**src/rtl/map_pkg.sv**
```systemverilog
// Shared map definitions: block types, tile geometry, FSM state codes and the hit update rule.
// AUTO_AIR_EN: when defined, a brick with every corner cleared becomes AIR.
package map_pkg;

  localparam int MAP_DIM = 13;
  localparam int TILE_W  = 7;

  typedef enum logic [2:0] {
    BRICK = 3'b000,
    WALL  = 3'b001,
    TREE  = 3'b010,
    WATER = 3'b011,
    AIR   = 3'b111
  } block_t;

  typedef logic [1:0] state_t;
  localparam state_t ST_IDLE   = 2'd0;
  localparam state_t ST_LOAD   = 2'd1;
  localparam state_t ST_HIT_RD = 2'd2;
  localparam state_t ST_HIT_WR = 2'd3;

  // Tile word after a hit clears the masked corners of a brick.
  function automatic logic [TILE_W-1:0] hit_tile(input logic [TILE_W-1:0] word,
                                                 input logic [3:0]        corner);
    logic [3:0] st;
    st = word[3:0] & ~corner;
`ifdef AUTO_AIR_EN
    if (st == 4'b0000) return {AIR, 4'b0000};
`endif
    return {word[6:4], st};
  endfunction

endpackage

```
**src/rtl/map_ctrl_rr_arbiter.sv**
```systemverilog
// Round-robin grant over NUM_REQ requesters; the pointer moves past the winner on i_adv.
module rr_arbiter #(
  parameter int NUM_REQ = 4,
  parameter int IW      = (NUM_REQ > 1) ? $clog2(NUM_REQ) : 1
) (
  input  logic               clk_i,
  input  logic               reset_i,
  input  logic [NUM_REQ-1:0] i_req,
  input  logic               i_adv,
  output logic [NUM_REQ-1:0] o_gnt,
  output logic [IW-1:0]      o_idx,
  output logic               o_any
);

  logic [IW-1:0] r_ptr;

  always_comb begin
    o_any = 1'b0;
    o_idx = '0;
    o_gnt = '0;
    for (int i = 0; i < NUM_REQ; i++) begin
      if (!o_any && i_req[(int'(r_ptr) + i) % NUM_REQ]) begin
        o_any = 1'b1;
        o_idx = IW'((int'(r_ptr) + i) % NUM_REQ);
      end
    end
    if (o_any) o_gnt[o_idx] = 1'b1;
  end

  always_ff @(posedge clk_i or posedge reset_i) begin
    if (reset_i)
      r_ptr <= '0;
    else if (i_adv)
      r_ptr <= (int'(o_idx) == NUM_REQ - 1) ? '0 : o_idx + 1'b1;
  end

endmodule

```
**src/rtl/map_ctrl.sv**
```systemverilog
// Tile map controller: streams a level from ROM into tile RAM and applies bullet hits.
// AUTO_AIR_EN: fully cleared bricks are rewritten as AIR instead of an empty brick.
module map_ctrl
  import map_pkg::*;
#(
  parameter int NUM_REQ = 4,
  parameter int MAP_DIM = map_pkg::MAP_DIM
) (
  input  logic                     clk_i,
  input  logic                     reset_i,
  input  logic                     load_req_i,
  input  logic [1:0]               level_i,
  output logic [9:0]               rom_addr_o,
  input  logic [TILE_W-1:0]        rom_data_i,
  input  logic [NUM_REQ-1:0]       hit_req_i,
  input  logic [NUM_REQ-1:0][3:0]  hit_x_i,
  input  logic [NUM_REQ-1:0][3:0]  hit_y_i,
  input  logic [NUM_REQ-1:0][3:0]  hit_corner_i,
  output logic [NUM_REQ-1:0]       hit_ack_o,
  output logic [7:0]               tile_rd_addr_o,
  input  logic [TILE_W-1:0]        tile_rd_data_i,
  output logic                     tile_we_o,
  output logic [7:0]               tile_wr_addr_o,
  output logic [TILE_W-1:0]        tile_wr_data_o,
  output logic                     map_ready_o,
  output logic                     busy_o
);

  localparam int IW   = (NUM_REQ > 1) ? $clog2(NUM_REQ) : 1;
  localparam int LAST = MAP_DIM * MAP_DIM - 1;

  state_t             r_state;
  logic               r_map_ready, r_ld_pend, r_wvld, r_oob;
  logic [1:0]         r_level;
  logic [7:0]         r_cnt, r_widx, r_tidx;
  logic [3:0]         r_corner;
  logic [NUM_REQ-1:0] r_gnt;

  logic [NUM_REQ-1:0] w_gnt;
  logic [IW-1:0]      w_gnt_idx;
  logic               w_any, w_ld_now, w_grant, w_enter_load, w_oob, w_brick;
  logic [3:0]         w_x, w_y, w_c;
  logic [7:0]         w_tidx;

  rr_arbiter #(.NUM_REQ(NUM_REQ)) u_arb (
    .clk_i   (clk_i),
    .reset_i (reset_i),
    .i_req   (hit_req_i),
    .i_adv   (w_grant),
    .o_gnt   (w_gnt),
    .o_idx   (w_gnt_idx),
    .o_any   (w_any)
  );

  assign w_x    = hit_x_i[w_gnt_idx];
  assign w_y    = hit_y_i[w_gnt_idx];
  assign w_c    = hit_corner_i[w_gnt_idx];
  assign w_oob  = (int'(w_x) >= MAP_DIM) || (int'(w_y) >= MAP_DIM);
  assign w_tidx = 8'(int'(w_y) * MAP_DIM + int'(w_x));

  // A load requested mid-hit is held until the hit has acked; a load during LOAD restarts it.
  assign w_ld_now     = load_req_i | r_ld_pend;
  assign w_enter_load = w_ld_now & ((r_state != ST_HIT_RD) | r_oob);
  assign w_grant      = (r_state == ST_IDLE) & ~w_ld_now & r_map_ready & w_any;

  assign w_brick        = (tile_rd_data_i[6:4] == BRICK);
  assign rom_addr_o     = {r_level, r_cnt};
  assign tile_rd_addr_o = r_tidx;
  assign tile_we_o      = ((r_state == ST_LOAD) & r_wvld) | ((r_state == ST_HIT_WR) & w_brick);
  assign tile_wr_addr_o = (r_state == ST_HIT_WR) ? r_tidx : r_widx;
  assign tile_wr_data_o = (r_state == ST_HIT_WR) ? hit_tile(tile_rd_data_i, r_corner) : rom_data_i;
  assign hit_ack_o      = (((r_state == ST_HIT_RD) & r_oob) | (r_state == ST_HIT_WR)) ? r_gnt : '0;
  assign map_ready_o    = r_map_ready;
  assign busy_o         = (r_state != ST_IDLE);

  always_ff @(posedge clk_i or posedge reset_i) begin
    if (reset_i) begin
      r_state     <= ST_IDLE;
      r_map_ready <= 1'b0;
      r_ld_pend   <= 1'b0;
      r_wvld      <= 1'b0;
      r_oob       <= 1'b0;
      r_level     <= '0;
      r_cnt       <= '0;
      r_widx      <= '0;
      r_tidx      <= '0;
      r_corner    <= '0;
      r_gnt       <= '0;
    end else begin
      if (load_req_i) r_level <= level_i;
      if (w_enter_load) begin
        r_state     <= ST_LOAD;
        r_cnt       <= '0;
        r_wvld      <= 1'b0;
        r_map_ready <= 1'b0;
        r_ld_pend   <= 1'b0;
      end else begin
        case (r_state)
          ST_IDLE: if (w_grant) begin
            r_state  <= ST_HIT_RD;
            r_gnt    <= w_gnt;
            r_tidx   <= w_tidx;
            r_corner <= w_c;
            r_oob    <= w_oob;
          end
          // ROM word for index n arrives one cycle after its address, so the write trails by one.
          ST_LOAD: if (int'(r_cnt) <= LAST) begin
            r_cnt  <= r_cnt + 8'd1;
            r_wvld <= 1'b1;
            r_widx <= r_cnt;
          end else begin
            r_wvld      <= 1'b0;
            r_map_ready <= 1'b1;
            r_state     <= ST_IDLE;
          end
          ST_HIT_RD: begin
            r_state <= r_oob ? ST_IDLE : ST_HIT_WR;
            if (load_req_i) r_ld_pend <= 1'b1;
          end
          ST_HIT_WR: r_state <= ST_IDLE;
          default:   r_state <= ST_IDLE;
        endcase
      end
    end
  end

endmodule

```
**config.mk**
```make
export PLATFORM = sky130hd
export DESIGN_NAME = map_ctrl
export DESIGN_NICKNAME = d
export VERILOG_FILES = /design/src/rtl/map_pkg.sv /design/src/rtl/map_ctrl_rr_arbiter.sv /design/src/rtl/map_ctrl.sv
export SDC_FILE = /design/constraint.sdc
export NUM_CORES = 1
export LEC_CHECK = 0
export BUFFER_PORTS_ARGS = -buffer_cell sky130_fd_sc_hd__buf_2
export CORE_MARGIN = 2
export CORE_UTILIZATION = 45
export DETAILED_ROUTE_END_ITERATION = 16
export PLACE_DENSITY = 0.74
export SLEW_MARGIN = 20
export SYNTH_ARGS = -nofsm -noshare
export SYNTH_HDL_FRONTEND = slang
export SYNTH_HIERARCHICAL = 1
export SYNTH_SLANG_ARGS = --single-unit
```
**constraint.sdc**
```tcl
create_clock -name clk_i -period 9.23 [get_ports clk_i]
set_input_delay 0.923 -clock clk_i [delete_from_list [all_inputs] [get_ports clk_i]]
set_output_delay 0.923 -clock clk_i [all_outputs]
set_load 0.03 [all_outputs]
```
==> summary.md <==
| Metric | Value |
|---|---|
| Status | completed |
| Fraction of final layout cells with drive strength greater than 1 | 37.32% |
| CTS tree | done |
| Total Die Area | 0.007261 mm^2 |
| Resize count post-CTS | 0 |
| Commonest cells after routing, fill and taps aside | buf_2 (110), nand2_1 (61), dfrtp_1 (42) |
| Leak Pwr | 1.979 nW |
| Sum of net half-perimeters after detailed placement | 5.424 mm |
| Detailed route wirelength on metal2 | just over 3 mm |
| Violation count after the first detailed-routing iteration | 53 |
| Most common library cell in the layout ignoring fill and taps | buf_2 |
| Starting Density | 46.74% |
| Total inserted antenna cells | 0 |
| Largest fanout on the critical path | 16 |
| Number of clock buffers inserted by TritonCTS | 5 |
| Post-CTS Repair Setup Buffers | 0 |
| Start-to-end type of the worst setup path | in2reg |
| Syn_area_per_cell | 9.959 um^2 |
| CTS Sinks | 42 |
| Worst R2R Path Depth | 15 |
| Arr. time, crit path | between 4 and 5 ns |
| Total number of nets in the final design | 511 |
| Count of final setup violators | 0 |
| Setup skew after layout | 0.007649 ns |
| Number of synthesized register bits | 42 |
| Worst ir drop on vdd | about 69 uV |
| Worst slew margin relative to its limit | between 40% and 50% |
| Buffering stage count on the worst path with inverters included | 4 |
| Routed length on met1 | about 3.0 mm |
| Post-CTS clock slew at the launch and capture registers of the worst setup and hold paths | 0.08 ns |
| Final-layout setup total negative slack | 0 ns |
| Number of port buffers | 110 |
| Maximum number of pins on one net before global-route repair | between 40 and 50 |
| All-Layer GR Usage | 18.39% |
| Clock latency at the later pin of the worst-skew pair | 0.30 ns |
| Type of destination of the critical path | flip-flop |
| Number of antenna violations at the first check in global routing | 0 |
| Most area-consuming cells after synthesis | dfrtp_1 (35%), ha_1 (12%), mux4_2 (9.1%) |
| Maximum level of the CTS H-tree | 2 |
| Post-synthesis net count | 400 |
| Startpoint of the lowest-slack register-to-register path | u_arb/r_ptr[1] |
| Last weighted congestion value of the routability-driven placer | 0.8232 |
| Leading area contributor after synthesis | dfrtp_1 |
| Yosys synthesis warning count | 6 |
| Max-slew violation total from the final report | 0 |
| Cell Area, Synth | 0.002968 mm^2 |
| Post-synthesis cell count | 298 |
| Via count of the first global-routing pass | 2397 |
| Remaining design rule violation count | 0 |
| Met3 WL | 430 um |
| Required time at the endpoint of the critical path | approximately 9.4 ns |
| Number of failing hold endpoints at the final stage | 0 |
| Proportion of register bits with asynchronous set or reset after synthesis | between 90% and 100% |
| Post-DR wirelength/cell | about 14 um |
| Number of hold buffers added after CTS | 0 |
| Die height | around 85 um |
| Count of vias placed by the detailed router | 2547 |
| Sum of internal, switching and leakage power | 0.4678 mW |
| Clock root cell | clkbuf_8 |
| Core Region | about 0.0063 mm^2 |
| Unrepaired setup endpoints after global routing | no |
| Grt total ovfl | 0 |
| Horizontal die dimension | 85.21 um |
| Ratio of total power to cell area | 127.3 mW/mm^2 |
| Leading register cell type out of synthesis | dfrtp_1 |
| First-pass iteration count of the detailed router | 4 |
| Largest delay contributor family on the critical path | compound AO/OA/AOI/OAI gates |
| Global-route wire length before repair | approximately 11 mm |
| Area delta synth->final | 23.78% |
| Number of I/O pins | 111 |
| Number of distinct library cells after synthesis | 47 |
| Hold Path Class | in2async |
| Total placed instance area | 0.003578 mm^2 |
| Post-synth top area share | 35.41% |
| DRT antenna net count | 0 |
| Via count normalized by instance count | around 5.2 |
| Number of synthesized flops with an enable pin | 0 |
| Final critical-path required period | 4.630 ns |
| Capture point of the worst reg-to-reg path | tile_rd_addr_o[7] |
| Clk buf depth | 2 |
| Sort of element at the start of the critical path | primary input |
| Top layer used by detailed routing | met4 |
| Critical-path cell list | buf_2, a21boi_0, o221a_2, mux4_2, inv_1, ha_1, ha_1, inv_1, fa_1, inv_1, ha_1, a211oi_1, o21bai_1, a21oi_1, xnor2_1, o21ai_0 |
| MaxCap Viol Count | 0 |
| Measured slew at the worst slew-check pin | 0.7928 ns |
| Detailed Route WL | 6.614 mm |
| Longest individual stage delay on the worst path | 0.63 ns |
| Cell with the largest stage delay on the worst path | mux4_2 |
| Final instance area | 0.003674 mm^2 |
| Post-route clock period utilization | 50.16% |
| Sequential fraction of the synthesis area | 35.41% |
| Number of rows created at floorplan | 29 |
| Setup slack, reg-to-reg | 4.82 ns |
| Fmax | 0.2160 GHz |
## cell usage after synthesis (all sizes together), types with 2 or more instances
library cell	count
o22ai	2
or2	2
o21a	3
nand3	3
nand2	61
ha	29
nand2b	7
and2b	3
xor2	3
a211oi	3
a21o	4
clkbuf	3
mux2i	3
buf	6
and2	4
o21bai	2
dfrtp	42
inv	19
a21oi	12
mux4	12
nor2	8
o211ai	3
o21ai	21
xnor2	3
mux2	17
nor2b	3
fa	2
or3	3
## power by group
| group | switching [mW] | internal [mW] |
|---|---|---|
| registers | 0.00235 | 0.187 |
| clock network | 0.0648 | 0.0601 |
| logic | 0.0820 | 0.0714 |
| total | 0.149 | 0.319 |
## per-layer routing
metal	track usage, %	vias to the layer above
met5	0	-
met4	5.483	0
met3	3.696	11
met2	29.69	80
met1	25.17	1191
li1	-	1265
## cell families after synthesis
| logic type | synth area share, % |
|---|---|
| adders and majority gates | 13.58 |
| AOI/OAI and AO/OA | 12.82 |
| and+or+nand+nor | 15.22 |
| muxes | 16.69 |
| DFF | 35.41 |
| xor gates and xnor gates | 1.771 |
| buffers and inverters | 4.511 |
## through the flow
step           setup WS, ns  hold WS, ns  utilization [%]  std cells
2_1_floorplan         4.607       0.4374                -        298
3_3_place_gp          4.378       0.4528            56.35        479
3_5_place_dp          4.248       0.4606            56.35        479
4_1_cts               4.546       0.4700            57.85        487
5_1_grt               4.316       0.4780            57.85        487
6_report              4.600       0.4734            57.85        487
## flip-flops by register name (all words and copies together), names as in the netlist
| signal | cells |
|---|---|
| r_cnt | 8 |
| r_widx | 8 |
| tile_rd_addr_o | 8 |
| r_corner | 4 |
| r_gnt | 4 |
| r_level | 2 |
| r_state | 2 |
| u_arb/r_ptr | 2 |
| map_ready_o | 1 |
| r_ld_pend | 1 |
| r_oob | 1 |
| r_wvld | 1 |
## cell type report
class                      count  area, um^2
inverter                      20       75.07
multi-input combinational    227        1783
fill                         574        2676
sequential                    42        1051
tap                           77       96.34
timing repair buffer         113       573.1
clock buffer                   6       82.58
clock inverter                 2       12.51
## how the worst max path moves through the flow
stage / startpoint / endpoint / depth (start not counted)
finish: hit_req_i[1] / tile_rd_addr_o[7] / 16
global route: hit_req_i[0] / tile_rd_addr_o[7] / 16
CTS: hit_req_i[1] / tile_rd_addr_o[7] / 16
detailed placement: hit_req_i[1] / tile_rd_addr_o[7] / 16
global placement: hit_req_i[1] / tile_rd_addr_o[7] / 16
floorplan: hit_req_i[1] / tile_rd_addr_o[7] / 16
Power figures use the tool's default switching activity.
